--- src/rtl/avalon_mm_arbiter_pkg.sv ---
// Shared types for the two-requester Avalon-MM arbiter.
package avalon_mm_arbiter_pkg;

  typedef logic [31:0] uint32_t;

  typedef enum logic {
    REQ_INSTR = 1'b0,
    REQ_DATA  = 1'b1
  } requester_t;

endpackage

--- src/rtl/avalon_mm_arbiter_owner_fifo.sv ---
// Owner-id FIFO: records which requester issued each outstanding read so
// responses can be routed back in order. A pop frees a slot for a same-cycle push.
module avalon_mm_arbiter_owner_fifo
  import avalon_mm_arbiter_pkg::*;
#(
  parameter  int DEPTH = 4,
  localparam int AW    = $clog2(DEPTH),
  localparam int CW    = $clog2(DEPTH + 1)
) (
  input  logic          clk_i,
  input  logic          rst_ni,
  input  logic          push_i,
  input  requester_t    push_data_i,
  input  logic          pop_i,
  output requester_t    head_o,
  output logic          full_o,
  output logic          empty_o,
  output logic [CW-1:0] count_o
);

  requester_t    mem_q [DEPTH];
  logic [AW-1:0] wr_q;
  logic [AW-1:0] rd_q;
  logic [CW-1:0] count_q;
  logic          do_push_s;
  logic          do_pop_s;

  assign full_o    = (count_q == CW'(DEPTH));
  assign empty_o   = (count_q == {CW{1'b0}});
  assign count_o   = count_q;
  assign head_o    = mem_q[rd_q];
  assign do_pop_s  = pop_i && !empty_o;
  assign do_push_s = push_i && (!full_o || do_pop_s);

  // Storage, pointers and occupancy; DEPTH is a power of two so pointers wrap naturally.
  always_ff @(posedge clk_i or negedge rst_ni) begin
    if (!rst_ni) begin
      for (int i = 0; i < DEPTH; i++) begin
        mem_q[i] <= REQ_INSTR;
      end
      wr_q    <= {AW{1'b0}};
      rd_q    <= {AW{1'b0}};
      count_q <= {CW{1'b0}};
    end else begin
      if (do_push_s) begin
        mem_q[wr_q] <= push_data_i;
        wr_q        <= wr_q + AW'(1);
      end
      if (do_pop_s) begin
        rd_q <= rd_q + AW'(1);
      end
      case ({do_push_s, do_pop_s})
        2'b10:   count_q <= count_q + CW'(1);
        2'b01:   count_q <= count_q - CW'(1);
        default: count_q <= count_q;
      endcase
    end
  end

endmodule

--- src/rtl/avalon_mm_arbiter.sv ---
// Round-robin arbiter merging an instruction (read-only) and a data requester
// onto one Avalon-MM host port, with in-order routing of pipelined read data.
module avalon_mm_arbiter
  import avalon_mm_arbiter_pkg::*;
#(
  parameter  int MAX_PENDING = 4,
  localparam int CW          = $clog2(MAX_PENDING + 1)
) (
  input  logic          clk,
  input  logic          rst,
  input  uint32_t       i_address,
  input  logic [3:0]    i_byteenable,
  input  logic          i_read,
  output logic          i_waitrequest,
  output uint32_t       i_readdata,
  output logic          i_readdatavalid,
  input  uint32_t       d_address,
  input  logic [3:0]    d_byteenable,
  input  logic          d_read,
  input  logic          d_write,
  input  uint32_t       d_writedata,
  output logic          d_waitrequest,
  output uint32_t       d_readdata,
  output logic          d_readdatavalid,
  output uint32_t       h_address,
  output logic [3:0]    h_byteenable,
  output logic          h_read,
  output logic          h_write,
  output uint32_t       h_writedata,
  input  logic          h_waitrequest,
  input  uint32_t       h_readdata,
  input  logic          h_readdatavalid,
  output logic [CW-1:0] pending_count,
  output logic          err_unexpected_rdv
);

  logic       locked_q, locked_d;
  requester_t owner_q, owner_d;
  requester_t last_q, last_d;
  logic       err_q, err_d;

  requester_t win_s;
  requester_t head_s;
  logic       i_req_s, d_req_s, grant_s;
  logic       cmd_rd_s, cmd_wr_s, blocked_s;
  logic       issue_s, accept_s, push_s, pop_s;
  logic       fifo_full_s, fifo_empty_s;

  assign i_req_s = i_read;
  assign d_req_s = d_read || d_write;
  assign grant_s = rst && (locked_q || i_req_s || d_req_s);

  // Winner: frozen owner while locked, otherwise round-robin against last grant.
  always_comb begin
    win_s = REQ_DATA;
    if (locked_q) begin
      win_s = owner_q;
    end else if (i_req_s && d_req_s) begin
      win_s = (last_q == REQ_DATA) ? REQ_INSTR : REQ_DATA;
    end else if (i_req_s) begin
      win_s = REQ_INSTR;
    end else begin
      win_s = REQ_DATA;
    end
  end

  // Host command mux; all-zero when nobody is granted or reset is asserted.
  always_comb begin
    cmd_rd_s     = 1'b0;
    cmd_wr_s     = 1'b0;
    h_address    = 32'h0000_0000;
    h_byteenable = 4'h0;
    h_writedata  = 32'h0000_0000;
    if (grant_s) begin
      if (win_s == REQ_INSTR) begin
        cmd_rd_s     = i_read;
        h_address    = i_address;
        h_byteenable = i_byteenable;
      end else begin
        cmd_rd_s     = d_read;
        cmd_wr_s     = d_write;
        h_address    = d_address;
        h_byteenable = d_byteenable;
        h_writedata  = d_writedata;
      end
    end else begin
      cmd_rd_s = 1'b0;
    end
  end

  // A read is held off only when the FIFO stays full this cycle.
  assign pop_s     = h_readdatavalid && !fifo_empty_s;
  assign blocked_s = cmd_rd_s && fifo_full_s && !pop_s;
  assign h_read    = cmd_rd_s && !blocked_s;
  assign h_write   = cmd_wr_s;
  assign issue_s   = h_read || h_write;
  assign accept_s  = issue_s && !h_waitrequest;
  assign push_s    = h_read && !h_waitrequest;

  assign i_waitrequest   = !(grant_s && (win_s == REQ_INSTR)) || h_waitrequest || blocked_s;
  assign d_waitrequest   = !(grant_s && (win_s == REQ_DATA)) || h_waitrequest || blocked_s;
  assign i_readdata      = h_readdata;
  assign d_readdata      = h_readdata;
  assign i_readdatavalid = pop_s && (head_s == REQ_INSTR);
  assign d_readdatavalid = pop_s && (head_s == REQ_DATA);
  assign err_unexpected_rdv = err_q;

  // Grant lock and round-robin history; unexpected-response flag is sticky.
  always_comb begin
    locked_d = locked_q;
    owner_d  = owner_q;
    last_d   = last_q;
    err_d    = err_q || (h_readdatavalid && fifo_empty_s);
    if (issue_s && h_waitrequest) begin
      locked_d = 1'b1;
      owner_d  = win_s;
    end else if (accept_s) begin
      locked_d = 1'b0;
      last_d   = win_s;
    end else begin
      locked_d = locked_q;
    end
  end

  // Arbiter state registers.
  always_ff @(posedge clk or negedge rst) begin
    if (!rst) begin
      locked_q <= 1'b0;
      owner_q  <= REQ_INSTR;
      last_q   <= REQ_DATA;
      err_q    <= 1'b0;
    end else begin
      locked_q <= locked_d;
      owner_q  <= owner_d;
      last_q   <= last_d;
      err_q    <= err_d;
    end
  end

  avalon_mm_arbiter_owner_fifo #(
    .DEPTH (MAX_PENDING)
  ) u_owner_fifo (
    .clk_i       (clk),
    .rst_ni      (rst),
    .push_i      (push_s),
    .push_data_i (win_s),
    .pop_i       (pop_s),
    .head_o      (head_s),
    .full_o      (fifo_full_s),
    .empty_o     (fifo_empty_s),
    .count_o     (pending_count)
  );

endmodule

--- config.mk ---
export PLATFORM = sky130hd
export DESIGN_NAME = avalon_mm_arbiter
export DESIGN_NICKNAME = d
export VERILOG_FILES = /design/src/rtl/avalon_mm_arbiter_pkg.sv /design/src/rtl/avalon_mm_arbiter_owner_fifo.sv /design/src/rtl/avalon_mm_arbiter.sv
export SDC_FILE = /design/constraint.sdc
export NUM_CORES = 1
export LEC_CHECK = 0
export CORE_AREA = 3 3 109 111
export DETAILED_ROUTE_END_ITERATION = 8
export DIE_AREA = 0 0 112 114
export HOLD_SLACK_MARGIN = 0.12
export PLACE_DENSITY = 0.7
export SYNTH_ARGS = -nofsm -noshare
export SYNTH_HDL_FRONTEND = slang
export SYNTH_SLANG_ARGS = --single-unit
--- constraint.sdc ---
create_clock -name clk -period 2.2 [get_ports clk]
set_clock_uncertainty 0.1 [all_clocks]
set_input_delay 0.44 -clock clk [delete_from_list [all_inputs] [get_ports clk]]
set_output_delay 0.44 -clock clk [all_outputs]
set_load 0.1 [all_outputs]
== Word level (Yosys, flattened, before mapping) ==
Cells that the tools add are included.
Cells by class
  add/subtract/negate cells: 4
  $lt $le $gt $ge: 3
  equal/unequal tests: 3
  multiplexer cells: 23
  bitwise operators: 5
  reduce and logical (&&, ||, !) cells: 38
Operators with widths (number)
  32-bit two-way mux: 4
  1-bit logical AND: 17
  1-bit two-way mux: 13
  1-bit logical OR: 10
  4-bit two-way mux: 2
  1-bit zero test: 7
  3-bit greater-or-equal comparator (second input constant): 2
  2-bit inverter with 3-bit output: 2
  3-bit case mux with 2 select lines: 1
  2-bit by 1-bit adder with 2-bit output (second input constant): 2
  4-bit bitwise mux: 1
  2-bit nonzero test: 2
  3-bit by 1-bit adder with 3-bit output (second input constant): 1
  3-bit == test (second input constant): 1
  3-bit zero test: 1
  3-bit by 1-bit less-than comparator with 1-bit output (second input constant): 1
  1-bit inverter: 3
  3-bit by 1-bit subtractor with 3-bit output (second input constant): 1
  1-bit binary-select mux with 2-bit select: 1
  1-bit demux with 2-bit select: 1
  2-bit by 1-bit == test with 1-bit output (second input constant): 1
  2-bit == test (second input constant): 1
  2-bit AND reduction: 1
Storage, ports and cells
  register bits: 15
  word-level logic and storage cells: 87

== Longest topological paths before layout ==
Gate-level depths: netlist of the first run.
  word-level depth: 14
  depth in mapped cells: 10

== Modules after synthesis ==
A second synthesis of the first run with hierarchy kept.
Second synthesis, totals
  cell total of the unflattened synthesis: 308
  area, all modules: 2142.1 µm²
By module, submodules not included
  avalon_mm_arbiter: instances 1, cells each 258, area each 1524.0 µm², seq. area each 101.3 µm²
  avalon_mm_arbiter_owner_fifo: instances 1, cells each 50, area each 618.1 µm², seq. area each 275.3 µm²

== Worst setup path before layout of the first run ==
OpenSTA, ideal clock, no wires.
  path kind: flip-flop to flip-flop
  start: reg locked_q
  end: reg locked_q
  library setup time: 0.102 ns
  data arrival time: 3.336 ns
  slack: -1.338 ns
  stages on the path, launching flop included: 6
  path buffers: 1
  cell sequence: dfrtp_1 > o41ai_2 > buf_2 > nor3_1 > o21ai_0 > o31ai_1
On the way
  elaborated cells on any way between the ends: 17
  those cells by class: 6 x mux; 11 x reduce/logical
RTL lines
  start, declared: line avalon_mm_arbiter.sv:37  | logic locked_q, locked_d;
  start signal, assigned: line avalon_mm_arbiter.sv:133  | locked_q <= locked_d;
  1-bit logical OR (2 in series): line avalon_mm_arbiter.sv:51  | assign grant_s = rst && (locked_q || i_req_s || d_req_s);
  1-bit logical AND: line avalon_mm_arbiter.sv:51
  1-bit two-way mux *: line avalon_mm_arbiter.sv:74  | if (grant_s) begin
  named net h_write: line avalon_mm_arbiter.sv:28  | output logic h_write,
  1-bit logical OR *: line avalon_mm_arbiter.sv:96  | assign issue_s = h_read || h_write;
  1-bit logical AND (on tied branches): line avalon_mm_arbiter.sv:114, avalon_mm_arbiter.sv:97
  1-bit two-way mux / 2-bit nonzero test (equally long branches)
The timed path passes the listed nets; every way through them passes the cells marked *.
A chain may end at the register's enable or synchronous reset.

== Worst setup path after layout of the first run ==
  start: reg last_q
  end: out h_address[24]
On the way
  longest elaborated chain between the ends: 5
RTL lines
  start, declared: line avalon_mm_arbiter.sv:39  | requester_t last_q, last_d;
  start signal, assigned: line avalon_mm_arbiter.sv:135  | last_q <= last_d;
  1-bit two-way mux: line avalon_mm_arbiter.sv:59  | win_s = (last_q == REQ_DATA) ? REQ_INSTR : REQ_DATA;
  1-bit two-way mux: line avalon_mm_arbiter.sv:58  | end else if (i_req_s && d_req_s) begin
  1-bit two-way mux: line avalon_mm_arbiter.sv:56  | if (locked_q) begin
  32-bit two-way mux: line avalon_mm_arbiter.sv:75  | if (win_s == REQ_INSTR) begin
  32-bit two-way mux: line avalon_mm_arbiter.sv:74
  end, declared: line avalon_mm_arbiter.sv:25  | output uint32_t h_address,
Every way passes these cells.

==> results.md, run 1 <==
- Gp weighted congestion: 0.920
- Critical path's slowest cell: dfstp_2
- CP startpoint: last_q
- Worst EP arrival: 2060 ps
- Final Hold Viols: 0
- Die area: 12,800 um2
- Post-synthesis net count: 452
- Area grow syn2layout: 206%
- Post-synth top area share: 24.0%
- Share of cells above drive strength 1: 64.1%
- Post-DP HPWL: 8500 um
- N_diodes: 0
- Initial Util: 19.3%
- H-tree levels: 1
- R2R Path Start: locked_q
- # Max-Cap Violations: 0
- Die width: 112 um
- Max-slew violation count: 0
- Final worst slack: -396 ps
- Crit path cell chain: nor2_4, a221oi_4, buf_4, buf_6, buf_6, buf_12, nand2_4, a21oi_4, buf_12
- Cell Rows: 38
- Biggest area consumer among synthesized cells: buf_4
- Worst endpoint required time: 1660 ps
- Clk root buf: clkbuf_8
- Crit path depth: 9
- R2R depth: 12
- Post-synth cell types: 36
- Critical path class: register to primary output
- CP peak stage delay: 560 ps
- Die Y: 114 um
- CTS tree: done
- Worst-path clk slew: 70 ps
- # IOs: 285
- TritonCTS Buffers: 3
- FF-to-FF setup slack: -150 ps
- Fin crit period: 2600 ps
- Fin area: 6420 um2
- Rel. slew slack: 79.3%
- Total number of vias: 2,734
- Worst Hold Class: primary input to asynchronous set/reset pin
- Area contributors post-synth: buf_4 24%, dfrtp_1 17%, nand2_1 14%, and2_1 9.8%, a21oi_1 8.8%
- Port bufs: 188
- Synth Register Bits: 15
- Setup violators final: 74
- EDFF count, synth: 0
- Predominant post-synthesis flop cell: dfrtp_1
- Overflow after GRT: 0
- F_max: 0.385 GHz
- Cell family contributing the most delay on the critical path: buffers and inverters
- Status: complete, but fails checks
- DRC viols: 0
- Maximum vdd drop: 0.00161 V
- Post-synthesis cell count: 303
- Yosys Warn Count: 0
- P per Cell Area: 1530 nW/um2
- Max clock buf depth: 2
- Synthesized area per cell: 6.92 um2
- Sink Count: 15
- Number of global-route vias before repair: 3,024
- CP bufs+invs: 5
- Overall power: 9.85 mW
- Dpl cell area: 5320 um2
- Drt first pass iters: 4
- Layout Nets: 654
- Violated checks: setup timing
- DR WL/cell: 19.0 um
- GRT Util Overall: 17.4%
- Post-route antenna net violation count: 0
- Largest net degree at the start of global routing: 24
- Crit path max fanout: 5
- Initial antenna violation count: 0
- Crit start category: register
- Synth async-reset ratio: 100%
- Setup TNS: -24,340 ps
- Synthesized area: 2100 um2
- Core ar.: 10,900 um2
- Initial DRC count: 118
- Pleak: 2.73 nW
- Slew @ Worst Pin: 310 ps
- RSZ-0062 raised after global routing: true
- Sequential fraction of the synthesis area: 18.0%
- Most frequent cell after synthesis: nand2_1
- Final critical-path share of the clock period: 118%
- CP Capture Type: primary output
- Skew-Pair Late Insertion Delay: 260 ps
- # hold bufs at CTS: 0
- Place WS: -1080 ps
- DRT Wirelength: 12,200 um
- First-pass GRT wire length: 17,500 um
- Synth top cells by count: 78 x nand2_1, 67 x buf_4, 37 x a21oi_1
- Vias/cell: 4.25
[cells by family (layout without fill, tap and decap cells)]
group | Yosys count | after routing | synth area share, %
xor gates and xnor gates | 6 | 6 | 2.51
adders and majority gates | 6 | 6 | 3.94
and+or+nand+nor | 131 | 132 | 28.7
buffers and inverters | 88 | 288 | 28.0
AOI/OAI and AO/OA | 49 | 49 | 14.2
DFF | 15 | 15 | 18.0
muxes | 8 | 8 | 4.71
[placed cells by master, fill, tap and decap left out, types with 2 or more instances in the layout]
cell type | Yosys | routed
buf_6 | 0 | 18
mux2_2 | 4 | 3
and2_4 | 0 | 33
buf_4 | 67 | 49
buf_12 | 0 | 84
clkbuf_8 | 0 | 3
dlygate4sd2_1 | 0 | 2
buf_8 | 0 | 4
inv_2 | 0 | 2
buf_16 | 0 | 8
nor2_4 | 0 | 5
or2_4 | 0 | 2
nor3_4 | 0 | 2
nand2_2 | 1 | 13
xor2_1 | 2 | 2
inv_1 | 8 | 6
a21oi_4 | 0 | 38
nor2_1 | 7 | 2
clkbuf_16 | 0 | 3
nand2_4 | 0 | 34
nand2b_1 | 3 | 2
mux2_4 | 0 | 2
clkdlybuf4s50_1 | 0 | 105
dfrtp_1 | 14 | 10
xnor2_1 | 4 | 4
nand2_1 | 78 | 32
dfrtp_4 | 0 | 3
nand3_1 | 4 | 4
ha_1 | 5 | 4
[state kept, by name, indices dropped and copies added (netlist names)]
register              flops
err_unexpected_rdv        1
last_q                    1
locked_q                  1
owner_q                   1
u_owner_fifo.count_o      3
u_owner_fifo.mem_q        4
u_owner_fifo.rd_q         2
u_owner_fifo.wr_q         2
[what timing repair did]
item / in CTS / in global routing
pin swaps: 45 / 44
setup buffers: 38 / 12
gates resized for setup: 85 / 39
setup endpoints to repair: 81 / 80
cloned: 8 / 3
[where the power goes]
group	total, mW	leakage, nW	switching, mW	internal, mW
registers	0.610	0.170	0.161	0.449
logic	9.00	2.53	5.14	3.86
clock network	0.246	0.0217	0.118	0.128
[layer usage]
layer	global-route usage (%)	up-vias	routed length, um
met1	20.8	1295	4480
li1	-	1316	-
met4	1.92	0	76
met2	32.9	114	6710
met3	4.14	9	963
met5	0	-	0
[metrics by stage]
stage	utilization (%)	hold slack (ps)	instances
floorplan	-	44.4	303
global placement	48.8	342	584
detailed placement	48.8	350	584
CTS	56.6	286	632
global route	59.0	317	644
finish	59.0	293	644
[layout make-up]
| type | instances | area [um2] |
|---|---|---|
| clock inverters | 1 | 7.51 |
| multi-input cells | 201 | 2080 |
| repair buffers | 276 | 3700 |
| fillers | 851 | 4470 |
| clock buffers | 3 | 41.3 |
| inverters | 8 | 30.0 |
| well taps | 140 | 175 |
| flip-flops and latches | 15 | 389 |
[worst paths after layout]
kind	to
setup / recovery	h_address[24]
max in group asynchronous	last_q
hold / removal	u_owner_fifo.count_o[2]
min in group clk	err_unexpected_rdv
hold reg to reg	err_unexpected_rdv
setup reg to reg	u_owner_fifo.count_o[2]
[worst reg2reg max path, cell delays in order (launching register included)]
cell,delay (ps)
dfrtp_2,460
buf_4,160
nand2b_1,90
mux2i_2,210
buf_4,160
a21oi_4,60
nand2_2,110
ha_4,140
inv_1,50
fa_2,330
xor2_1,150
nor2_1,120
xor2_1,150
(Power assumes the default switching activity.)
==> inputs of run 2 (changes only) <==
--- a/config.mk
+++ b/config.mk
@@ -9,7 +9,7 @@
 export DETAILED_ROUTE_END_ITERATION = 8
 export DIE_AREA = 0 0 112 114
 export HOLD_SLACK_MARGIN = 0.12
-export PLACE_DENSITY = 0.7
+export PLACE_DENSITY_LB_ADDON = 0.25
 export SYNTH_ARGS = -nofsm -noshare
 export SYNTH_HDL_FRONTEND = slang
 export SYNTH_SLANG_ARGS = --single-unit
==> run 2 against run 1 <==
Against the previous run: the flow still finishes with violations (setup timing); register-to-register slack lost 40 ps; critical path type unchanged; combinational power shrank 7.8%; sequential power shrank 1%.
==> results.md, run 2 (same netlist as run 1, synthesis figures left out) <==
- Initial Util: 19.3% (unchanged)
- Die width: 112 um (unchanged)
- Final Hold Viols: 0 (unchanged)
- Die Y: 114 um (unchanged)
- First-pass GRT wire length: 15,500 um (-12%)
- N_diodes: 0 (unchanged)
- Largest register FFs: 4 (unchanged)
- Vias/cell: 4.29 (+1.1%)
- Crit start category: register
- Core ar.: 10,900 um2 (unchanged)
- Setup TNS: -17,010 ps (+7330 ps)
- Final worst slack: -284 ps (+112 ps)
- Worst Hold Class: primary input to asynchronous set/reset pin
- Setup violators final: 74 (unchanged)
- Status: complete, but fails checks
- H-tree levels: 1 (unchanged)
- DRC viols: 0 (unchanged)
- Post-layout util: 55.6% (-3.4 points)
- Final critical-path share of the clock period: 113% (-5.1 points)
- Placed instance count: 579 (-0.86%)
- Post-route antenna net violation count: 0 (unchanged)
- Crit path max fanout: 6 (+1)
- Worst-path clk slew: 70 ps (about the same)
- CTS tree: done
- DRT Wirelength: 9970 um (-19%)
- Initial antenna violation count: 0 (unchanged)
- TritonCTS Buffers: 3 (unchanged)
- Skew-Pair Late Insertion Delay: 250 ps (about the same)
- Pleak: 2.50 nW (-8.2%)
- Worst endpoint required time: 1660 ps (about the same)
- Port bufs: 188 (unchanged)
- DR WL/cell: 16.1 um (-15%)
- Area grow syn2layout: 189%
- Reg area: 389 um2 (unchanged)
- Fin crit period: 2480 ps (-112 ps)
- Layout Nets: 630 (-3.7%)
- # IOs: 285 (unchanged)
- CP Capture Type: primary output
- Rel. slew slack: 68.8% (-10 points)
- Die area: 12,800 um2 (unchanged)
- Post-DP HPWL: 7350 um (-14%)
- Commonest non-fill, non-tap cell in the layout: clkdlybuf4s50_1
- Max clock buf depth: 2 (unchanged)
- Dpl cell area: 5290 um2 (-0.49%)
- Initial DRC count: 88 (-25%)
- Cell Rows: 38 (unchanged)
- Number of global-route vias before repair: 2,911 (-3.7%)
- Most frequent cells in the layout: 105 x clkdlybuf4s50_1, 83 x buf_12, 37 x a21oi_4
- Critical path class: register to primary output
- Worst EP arrival: 1940 ps (-120 ps)
- Max-slew violation count: 0 (unchanged)
- GRT Util Overall: 14.9% (-2.6 points)
- P per Cell Area: 1510 nW/um2 (-1.7%)
- Drt first pass iters: 4 (unchanged)
- Post-route non-filler standard cell count: 620 (-3.7%)
- Largest register by flop count: u_owner_fifo.mem_q
- Overflow after GRT: 0 (unchanged)
- Fillers: 929 (+9.2%)
- Multi-input logic area: 2020 um2 (-2.8%)
- Share of cells above drive strength 1: 62.5% (-1.6 points)
- Total number of vias: 2,662 (-2.6%)
- Fin area: 6050 um2 (-5.7%)
- Sink Count: 15 (unchanged)
- Largest net degree at the start of global routing: 22 (-8.3%)
- Slew @ Worst Pin: 466 ps (+156 ps)
- Gp weighted congestion: 0.754 (-18%)
- Violated checks: setup timing
- F_max: 0.403 GHz (+4.5%)
- Maximum vdd drop: 0.00120 V (-25%)
- Clk root buf: clkbuf_8
- # Max-Cap Violations: 0 (unchanged)
- RSZ-0062 raised after global routing: true
## run 2: timing repair
action / in CTS / in global routing
resized for setup: 80 / 23
endpoints found under the setup margin: 77 / 77
gates cloned: 5 / 2
pin swaps: 50 / 24
hold buffers: 0 / 0
setup buffers: 30 / 4
## run 2: where the power goes
group | leakage [nW] | total (mW) | switching, mW | internal, mW
Sequential | 0.170 | 0.601 | 0.153 | 0.448
Clock | 0.0217 | 0.233 | 0.106 | 0.127
Combinational | 2.31 | 8.30 | 4.86 | 3.44
Total | 2.50 | 9.13 | 5.12 | 4.01
## run 2: path summary, 6_finish.rpt
kind | start | end | slack (ps) | depth (start not counted)
setup / recovery | locked_q | h_byteenable[3] | -280 | 8
hold / removal | rst | u_owner_fifo.count_o[1] | 290 | 2
setup reg to reg | locked_q | u_owner_fifo.count_o[2] | -190 | 13
hold reg to reg | err_unexpected_rdv | err_unexpected_rdv | 380 | 1
max in group asynchronous | rst | last_q | 1460 | 2
min in group clk | err_unexpected_rdv | err_unexpected_rdv | 380 | 1
## run 2: final cells by class
cell class	count	share of cell area, %
repair buffers	252	55.9
multi-input cells	201	33.4
flip-flops and latches	15	6.43
well taps	140	2.89
clock buffers	3	0.682
inverters	8	0.538
clock inverters	1	0.124
## run 2: per-layer routing
metal	vias up	part of all wire (%)	track usage, %
met5	-	0	0
met4	0	1.8	3.21
met3	28	8.3	4.19
met2	124	53	27.2
met1	1241	37	17.4
li1	1269	-	-
## run 2: stage by stage
stage | hold slack (ps) | power (mW) | setup WS [ps]
floorplan | 44.4 | 5.87 | -417
global placement | 345 | 7.60 | -982
detailed placement | 362 | 7.69 | -1040
CTS | 291 | 9.04 | -323
global route | 309 | 9.51 | -344
finish | 288 | 9.13 | -284
## run 2: critical path, stage by stage (launching register included)
cell and delay, ps:
dfrtp_2 440, buf_6 130, a221oi_4 280, buf_6 150
buf_12 130, buf_12 130, nand2_2 70, a21oi_4 170
buf_12 190
==> RTL change, RTL diff (flow settings as in run 1) <==
Put a register stage on the output `pending_count`. The value now appears one clock later. The other outputs are not delayed to match.
--- a/src/rtl/avalon_mm_arbiter.sv
+++ b/src/rtl/avalon_mm_arbiter.sv
@@ -33,6 +33,8 @@
   output logic [CW-1:0] pending_count,
   output logic          err_unexpected_rdv
 );
+
+  logic [CW-1:0] pending_count_d;
 
   logic       locked_q, locked_d;
   requester_t owner_q, owner_d;
@@ -148,8 +150,12 @@
     .head_o      (head_s),
     .full_o      (fifo_full_s),
     .empty_o     (fifo_empty_s),
-    .count_o     (pending_count)
+    .count_o     (pending_count_d)
   );
+
+  always_ff @(posedge clk) begin
+    pending_count <= pending_count_d;
+  end
 
 endmodule
 
Function: changed (a bounded check fails within 4 cycles, from zero or initial values and one cycle with rst low).
==> RTL change against run 1 <==
The flow still finishes with violations (setup timing). Routed wire length decreased by 20%. Worst setup slack better by 110 ps. Final area fell by 5.1%. Die area stayed put. Critical path depth down 1. Synthesized area increased by 2.9%. Sequential cell count grew 3. Power is 7.4% lower. Largest power group unchanged.
==> RTL change: results (changes against run 1) <==
Compound-Gate Fraction of Synth Area=0.1381 (-0.003954); Setup Viol. Count Final=75 (+1.4%); Final #Nets=629 (-3.8%); status=finished with violations; Ant. Diodes=0 (unchanged); post-DP HPWL=7.902 mm (-7.0%); Crit. Startpoint=locked_q; mux share of post-synthesis cell area=0.04582 (-0.001312); met2 Resource Use GR=0.2658 (-0.06275); Sum Neg Setup Slack=-17980 ps (+6362 ps); Mapped Cells=306 (+0.99%); WP data arrival=1950 ps (-110 ps); worst setup path end=d_waitrequest; VDD IR max=0.001084 V (-33%); iteration-0 DRC count of the detailed router=58 (-51%); Post-Layout Cell Count=619 (-3.9%); sequential share of the synthesized area=0.2024 (+0.02284); vias in the first global route=2918 (-3.5%); Yosys cell types=37 (+2.8%); final worst slack=-287.8 ps (+108.4 ps); syn nets=455 (+0.66%); fraction of registers with async set/reset=0.8333 (-0.1667); routability cong.=0.8318 (-9.5%); quantity of gates resized following cts=70 (-18%); worst slew pin tran=493.0 ps (+183.1 ps); Initial DRT Pass Iterations=4 (unchanged); WL/cell=15.89 um (-16%); vias per inst=4.265 (+0.46%); clk slew on worst S/H paths=70 ps (about the same); Leak=2.568 nW (-5.8%); share of cells above drive strength 1=0.5846 (-0.05632); first-pass GRT wire length=15.32 mm (-12%); Inst Count DP=595 (+1.9%); XOR/XNOR Fraction of Synth Area=0.02436 (-0.0006977); failing checks=setup timing; commonest cells in the synthesized netlist=nand2_1 (78), buf_4 (67), a21oi_1 (37); Place WS=-750.8 ps (+332.8 ps); Synth area leaders=buf_4 (23%), dfrtp_1 (16%), nand2_1 (14%); register-to-register setup slack=-210 ps (-60 ps); Layout fillers=874 (+2.7%); worst skew pair latency=260 ps (about the same); delay of the slowest cell on the worst path=500 ps (-60 ps); slowest cell on the critical path=dfrtp_2; max reg flops=4 (unchanged); area share of fa/ha/maj cells after synthesis=0.03828 (-0.001096); RR Endpoint=u_owner_fifo.count_o[2]; Total GRT Usage=0.1473 (-0.02715); Worst Hold Slack=250.4 ps (-42.85 ps); CTS Root Cell=clkbuf_8; Worst Reg-to-Reg Cells=11 (-1); CP top delay family=flip-flops; Setup Buffers After CTS=12 (-68%); maximum net fanout on the critical path=6 (+1); met3 GRT Util=0.04562 (+0.004244); met1 GRT Util=0.1650 (-0.04291); placed cell areas=0.005537 mm2 (+4.1%)
RTL change: cell types whose count changed after synthesis:
cell and delta:
dfxtp_1 +3
RTL change: final cells by class:
type | count | area, um2 | area share
multi-input combinational | 200 | 2038 | 0.3345
inverter | 8 | 30.03 | 0.004928
sequential | 18 | 437.9 | 0.07187
timing repair buffer | 249 | 3357 | 0.5509
clock buffer | 4 | 55.05 | 0.009035
tap | 140 | 175.2 | 0.02875
RTL change: power by group through the flow:
| stage | logic (mW) | clock network [mW] | registers (mW) |
|---|---|---|---|
| 2_1_floorplan | 5.03 | 0 | 0.908 |
| 3_3_place_gp | 7.36 | 0 | 0.659 |
| 3_5_place_dp | 7.45 | 0 | 0.678 |
| 4_1_cts | 8.10 | 0.281 | 0.678 |
| 5_1_grt | 8.46 | 0.299 | 0.714 |
| 6_report | 8.16 | 0.272 | 0.692 |
RTL change: per-layer routing:
layer  vias up  share of wire
met4         0          0.028
met5         -              0
met2       127           0.52
met1      1219           0.36
li1       1267              -
met3        27          0.085
